**src/rtl/signed_seq_divider.sv**
```systemverilog
// -----------------------------------------------------------------------------
// signed_seq_divider
// Sequential two's-complement divider: 2N-bit dividend / N-bit divisor giving
// an N-bit quotient (truncated toward zero) and an N-bit remainder that takes
// the dividend's sign. Magnitudes are divided by a restoring algorithm, one
// bit per cycle, and the signs are applied afterwards. A quotient that does
// not fit in signed N bits saturates and raises overflow.
//
// Ports
//   clk          system clock, rising edge
//   rst          asynchronous active-high reset
//   in_valid     operand pair presented
//   in_ready     accepting operands (IDLE only, low while rst is high)
//   dividend     2N-bit two's-complement dividend
//   divisor      N-bit two's-complement divisor
//   out_valid    result registers hold a completed result
//   out_ready    consumer takes the result
//   quotient     N-bit signed quotient
//   remainder    N-bit signed remainder
//   overflow     true quotient outside signed N-bit range (quotient saturated)
//   div_by_zero  divisor was zero (quotient/remainder forced to zero)
// -----------------------------------------------------------------------------
module signed_seq_divider #(
   parameter int N = 8
) (
   input  logic           clk,
   input  logic           rst,
   input  logic           in_valid,
   output logic           in_ready,
   input  logic [2*N-1:0] dividend,
   input  logic [N-1:0]   divisor,
   output logic           out_valid,
   input  logic           out_ready,
   output logic [N-1:0]   quotient,
   output logic [N-1:0]   remainder,
   output logic           overflow,
   output logic           div_by_zero
);

   localparam int CW = $clog2(2*N) + 1;
   localparam logic [CW-1:0]  LAST_STEP = CW'(2*N-1);
   localparam logic [2*N-1:0] Q_MAX_POS = (2*N)'((1 << (N-1)) - 1);
   localparam logic [2*N-1:0] Q_MAX_NEG = (2*N)'(1 << (N-1));
   localparam logic [N-1:0]   SAT_POS   = {1'b0, {(N-1){1'b1}}};
   localparam logic [N-1:0]   SAT_NEG   = {1'b1, {(N-1){1'b0}}};

   typedef enum logic [1:0] {
      IDLE = 2'd0,
      CALC = 2'd1,
      FIX  = 2'd2,
      DONE = 2'd3
   } state_t;

   state_t          r_state;
   state_t          w_next;

   // r_dvd shifts the dividend magnitude out of its MSB while quotient bits
   // shift in at its LSB; after 2N steps it holds the quotient magnitude.
   logic [2*N-1:0]  r_dvd;
   logic [N:0]      r_rem;
   logic [N:0]      r_dsr;
   logic            r_sign_n;
   logic            r_sign_d;
   logic [CW-1:0]   r_cnt;
   logic [N-1:0]    r_quot;
   logic [N-1:0]    r_remo;
   logic            r_ovf;
   logic            r_dbz;

   logic            w_accept;
   logic            w_div_zero;
   logic [2*N-1:0]  w_abs_dvd;
   logic [N:0]      w_dsr_ext;
   logic [N:0]      w_abs_dsr;
   logic [N+1:0]    w_trial;
   logic            w_ge;
   logic [N:0]      w_sub;
   logic            w_q_neg;
   logic            w_ovf;
   logic [N-1:0]    w_q_fix;
   logic [N-1:0]    w_r_fix;

   assign in_ready   = (r_state == IDLE) & ~rst;
   assign out_valid  = (r_state == DONE);
   assign w_accept   = in_valid & in_ready;
   assign w_div_zero = (divisor == {N{1'b0}});

   // |dividend| fits 2N unsigned bits even for -2^(2N-1); |divisor| needs N+1
   assign w_abs_dvd = dividend[2*N-1] ? ({(2*N){1'b0}} - dividend) : dividend;
   assign w_dsr_ext = {divisor[N-1], divisor};
   assign w_abs_dsr = divisor[N-1] ? ({(N+1){1'b0}} - w_dsr_ext) : w_dsr_ext;

   // Restoring step: the remainder stays below |divisor| <= 2^(N-1), so the
   // shifted trial value always fits in N+1 bits.
   assign w_trial = {r_rem, r_dvd[2*N-1]};
   assign w_ge    = (w_trial >= {1'b0, r_dsr});
   assign w_sub   = w_trial[N:0] - r_dsr;

   // Sign application and saturation of the quotient magnitude
   assign w_q_neg = r_sign_n ^ r_sign_d;
   assign w_ovf   = w_q_neg ? (r_dvd > Q_MAX_NEG) : (r_dvd > Q_MAX_POS);
   assign w_q_fix = w_ovf   ? (w_q_neg ? SAT_NEG : SAT_POS)
                  : (w_q_neg ? ({N{1'b0}} - r_dvd[N-1:0]) : r_dvd[N-1:0]);
   assign w_r_fix = r_sign_n ? ({N{1'b0}} - r_rem[N-1:0]) : r_rem[N-1:0];

   // State register
   always_ff @(posedge clk or posedge rst) begin
      if (rst) begin
         r_state <= IDLE;
      end else begin
         r_state <= w_next;
      end
   end

   // Next-state logic
   always_comb begin
      w_next = r_state;
      case (r_state)
         IDLE: begin
            if (w_accept) begin
               w_next = w_div_zero ? DONE : CALC;
            end else begin
               w_next = IDLE;
            end
         end
         CALC: begin
            if (r_cnt == LAST_STEP) begin
               w_next = FIX;
            end else begin
               w_next = CALC;
            end
         end
         FIX:  w_next = DONE;
         DONE: begin
            if (out_ready) begin
               w_next = IDLE;
            end else begin
               w_next = DONE;
            end
         end
         default: w_next = IDLE;
      endcase
   end

   // Operand capture, iterative division and result registers
   always_ff @(posedge clk or posedge rst) begin
      if (rst) begin
         r_dvd    <= {(2*N){1'b0}};
         r_rem    <= {(N+1){1'b0}};
         r_dsr    <= {(N+1){1'b0}};
         r_sign_n <= 1'b0;
         r_sign_d <= 1'b0;
         r_cnt    <= {CW{1'b0}};
         r_quot   <= {N{1'b0}};
         r_remo   <= {N{1'b0}};
         r_ovf    <= 1'b0;
         r_dbz    <= 1'b0;
      end else begin
         case (r_state)
            IDLE: begin
               if (w_accept && w_div_zero) begin
                  r_quot <= {N{1'b0}};
                  r_remo <= {N{1'b0}};
                  r_ovf  <= 1'b0;
                  r_dbz  <= 1'b1;
               end else if (w_accept) begin
                  r_dvd    <= w_abs_dvd;
                  r_dsr    <= w_abs_dsr;
                  r_rem    <= {(N+1){1'b0}};
                  r_sign_n <= dividend[2*N-1];
                  r_sign_d <= divisor[N-1];
                  r_cnt    <= {CW{1'b0}};
               end else begin
                  r_cnt <= r_cnt;
               end
            end
            CALC: begin
               r_rem <= w_ge ? w_sub : w_trial[N:0];
               r_dvd <= {r_dvd[2*N-2:0], w_ge};
               r_cnt <= r_cnt + CW'(1);
            end
            FIX: begin
               r_quot <= w_q_fix;
               r_remo <= w_r_fix;
               r_ovf  <= w_ovf;
               r_dbz  <= 1'b0;
            end
            DONE: begin
               r_cnt <= r_cnt;
            end
            default: begin
               r_cnt <= {CW{1'b0}};
            end
         endcase
      end
   end

   assign quotient    = r_quot;
   assign remainder   = r_remo;
   assign overflow    = r_ovf;
   assign div_by_zero = r_dbz;

endmodule

```
**config.mk**
```make
export PLATFORM = sky130hd
export DESIGN_NAME = signed_seq_divider
export DESIGN_NICKNAME = d
export VERILOG_FILES = /design/src/rtl/signed_seq_divider.sv
export SDC_FILE = /design/constraint.sdc
export NUM_CORES = 1
export LEC_CHECK = 0
export BUFFER_PORTS_ARGS = -buffer_cell sky130_fd_sc_hd__buf_4
export CAP_MARGIN = 25
export CELL_PAD_IN_SITES_DETAIL_PLACEMENT = 0
export CELL_PAD_IN_SITES_GLOBAL_PLACEMENT = 1
export CORE_MARGIN = 5
export CORE_UTILIZATION = 40
export DETAILED_ROUTE_END_ITERATION = 6
export PLACE_DENSITY = 0.76
export SYNTH_ARGS = -nofsm -noshare
export SYNTH_HDL_FRONTEND = slang
export SYNTH_SLANG_ARGS = --single-unit
```
**constraint.sdc**
```tcl
create_clock -name clk -period 3.8 [get_ports clk]
set_clock_uncertainty 0.2 [all_clocks]
set_input_delay 0.38 -clock clk [delete_from_list [all_inputs] [get_ports clk]]
set_output_delay 0.38 -clock clk [all_outputs]
set_load 0.03 [all_outputs]
```
==> qor.csv <==
stage,metric,value,unit
run_status,status,completed,
detailed_routing,drt_iter0_markers,168,
timing,finalCritPeriodShare,0.770,
global_route,grt_pass1_vias,2959,
die,dieHeight,106,um
cts,clk_path_buf_depth,2,
timing,setup-violations-final,0,
place,hpwl,6.18,mm
setup_path,arrival,2.94,ns
logic_synthesis,seq_area_frac_synth,0.416,
cells_and_area,design_area,4300,sq um
global_route,antenna_found_initial,0,
logic_synthesis,syn-cell-area,3670,sq um
timing,slew_headroom,0.407,
power_and_ir_drop,irDropWorstVdd,0.366,mV
setup_path,required,3.81,ns
flow_run,maxCapViolations,0,
logic_synthesis,yosys_warnings,0,
logic_synthesis,postSynth.asyncResetShare,1.00,
logic_synthesis,synthCells,401,
cts,ctsHoldBuffers,1,
setup_path,startpoint_type,input pin,
logic_synthesis,synth_edf_count,0,
detailed_routing,routed_via_density,5.41,
die,fp.coreArea,9110,sq um
cts,cts.sinks,61,
timing,worst_pin_slew,0.887,ns
global_route,grt.overflow.total,0,
cells_and_area,antennaDiodeCount,0,
die,num_rows,35,
cells_and_area,utilization,0.472,
setup_path,critical_path.endpoint_type,register,
die,die-area,11200,sq um
cts,cts.repair.resized,0,
cells_and_area,fin_nets,492,
cells_and_area,drive_gt1_frac,0.166,
setup_path,path_delay_family,buffers and inverters,
cts,cts_setup_buffers,0,
cts,clk_pin_slew,0.06,ns
detailed_routing,drt-wirelength-per-cell,14.3,um
detailed_routing,totalWireLength,8.04,mm
detailed_routing,detail_route.first_pass.iterations,4,
cells_and_area,syn_to_final_growth,17.1,%
place,portBuffers,47,
die,start_util,0.403,
logic_synthesis,synth_fp_nets,445,
timing,fmax,0.342,GHz
logic_synthesis,ys_types,52,
logic_synthesis,synth-main-ff-cell,dfrtp_1,
cells_and_area,fill_cells,892,
timing,rsz0062_at_grt,no,
place,place_area,4120,sq um
power_and_ir_drop,p_leak,1.97,nW
setup_path,path_cells,dlygate4sd3_1 -> buf_4 -> nor3_1 -> and2_1 -> o31ai_4 -> buf_4 -> and2_1 -> buf_4 -> a221o_1,
timing,hold_viol,0,
cts,cts_root_buffer,clkbuf_8,
logic_synthesis,syn_avg_cell_area,9.16,sq um
setup_path,cpMostUsedCell,buf_4,
setup_path,critPathMaxStageDelay,0.54,ns
timing,setup_tns,0,ns
place,place.gp.congestion,0.874,
global_route,grt_max_degree,34,
die,num_io_pins,48,
cts,cts_buffers,9,
cts,clkLatencyLatePin,0.33,ns
detailed_routing,ant_nets,0,
logic_synthesis,ys_ff_latch,61,
detailed_routing,vias,3050,
die,die_x,106,um
cts,cts_tree,built,
worst_hold_path,worstHoldPathType,input pin to register,
setup_path,cpMaxStageDelayCell,dlygate4sd3_1,
timing,period_needed,2.92,ns
setup_path,cp_num_buf_inv,4,
setup_path,cp_max_fo,28,
detailed_routing,drc,0,
cts,h-tree-depth,3,
timing,final-max-slew-violation-count,0,
global_route,grt_first_pass_wirelength,13.8,mm
power_and_ir_drop,power.density,897,nW/um^2
setup_path,path_class,input pin to register,
global_route,track_usage,0.150,
[path summary, 6_finish.rpt]
path	from	to	slack (ns)	cells after the start
max in group asynchronous	rst	r_cnt[2]$_DFFE_PP0P_	2.06	4
worst max-delay path	rst	r_dvd[0]$_DFFE_PP0P_	0.88	9
worst min-delay path	divisor[5]	r_dsr[7]$_DFFE_PP0P_	0.06	2
min in group asynchronous	rst	r_state[1]$_DFF_PP0_	0.49	3
worst max register to register	r_state[1]$_DFF_PP0_	r_dvd[0]$_DFFE_PP0P_	1.07	7
worst min register to register	r_dsr[7]$_DFFE_PP0P_	r_dsr[7]$_DFFE_PP0P_	0.28	2
[state kept, by name (all words and copies together) (netlist names)]
signal / flops
div_by_zero: 1
r_dvd: 16
quotient: 8
r_state: 2
overflow: 1
r_sign_d: 1
r_sign_n: 1
r_cnt: 5
r_dsr: 9
r_rem: 9
remainder: 8
[cells in the final DEF (no fill, tap or decap), types with 3 or more instances in the layout]
cell type | Yosys | routed
nor3_1 | 7 | 7
nor2_1 | 26 | 26
a22o_1 | 10 | 10
and3_1 | 3 | 3
dfrtp_1 | 61 | 61
clkbuf_8 | 0 | 10
o31ai_1 | 8 | 8
nand2b_1 | 4 | 4
a21oi_1 | 17 | 17
nor2b_1 | 4 | 4
xor2_1 | 24 | 24
o211ai_1 | 3 | 3
o21ai_0 | 24 | 24
nand3_1 | 11 | 11
nand2_1 | 53 | 53
o21ai_1 | 13 | 13
mux2i_1 | 7 | 7
clkinv_2 | 0 | 3
o22ai_1 | 3 | 3
a22oi_1 | 6 | 6
inv_1 | 22 | 21
or4_1 | 3 | 3
buf_4 | 1 | 53
or3_1 | 4 | 4
o41ai_1 | 3 | 3
and2_1 | 4 | 4
ha_1 | 15 | 15
xnor2_1 | 12 | 12
a221o_1 | 7 | 7
a21o_1 | 3 | 3
[Yosys cell counts, drive strengths merged (4+ instances only)]
cell	count	area share
ha	15	0.051
inv	22	0.022
o21ai	37	0.050
buf	5	0.011
nor2	26	0.027
a22o	10	0.024
nand3	11	0.015
clkbuf	13	0.013
xor2	24	0.057
xnor2	12	0.029
nor2b	4	0.0068
nand2b	4	0.0068
a221o	7	0.019
and2	4	0.0068
nand2	53	0.054
dfrtp	61	0.42
mux2i	7	0.019
nor3	7	0.0095
a22oi	6	0.012
a21oi	17	0.023
or3	4	0.0068
o31ai	9	0.022
[kinds of logic after synthesis]
family	count (synthesis)	synth area share
fa+ha+maj	16	0.0566
buf+inv	40	0.0467
mux	9	0.0252
xor+xnor	36	0.0859
flops	61	0.416
compound gates	111	0.204
simple gates	128	0.166
[stage by stage]
step                instances  hold WS (ns)  worst slack [ns]  total power [mW]
floorplan                 401         0.243              1.01              2.84
global placement          547         0.263             0.953              3.34
detailed placement        547         0.261             0.905              3.38
CTS                       564        0.0366             0.917              3.89
global route              564        0.0437             0.771              4.22
finish                    564        0.0556             0.876              3.85
[area by class of cell]
cell class                      instances  area [sq um]  area share
Multi-Input combinational cell        300          1970       0.459
Timing Repair Buffer                   54           408      0.0949
Tap cell                              111           139      0.0323
Inverter                               22          82.6      0.0192
Sequential cell                        61          1530       0.355
Clock buffer                           12           145      0.0338
Clock inverter                          4          23.8     0.00553
[report_power, final]
group | internal (mW) | total (mW) | leakage, nW | switching [mW]
logic | 0.937 | 2.12 | 1.13 | 1.19
registers | 0.953 | 1.24 | 0.756 | 0.287
clock network | 0.252 | 0.490 | 0.0901 | 0.237
total | 2.14 | 3.85 | 1.97 | 1.71
[routing by layer]
| layer | global-route usage | part of all wire |
|---|---|---|
| met1 | 0.202 | 0.49 |
| met2 | 0.233 | 0.44 |
| met3 | 0.0404 | 0.049 |
| met4 | 0.0518 | 0.015 |
| met5 | 0 | 0 |
(Power assumes the default switching activity.)
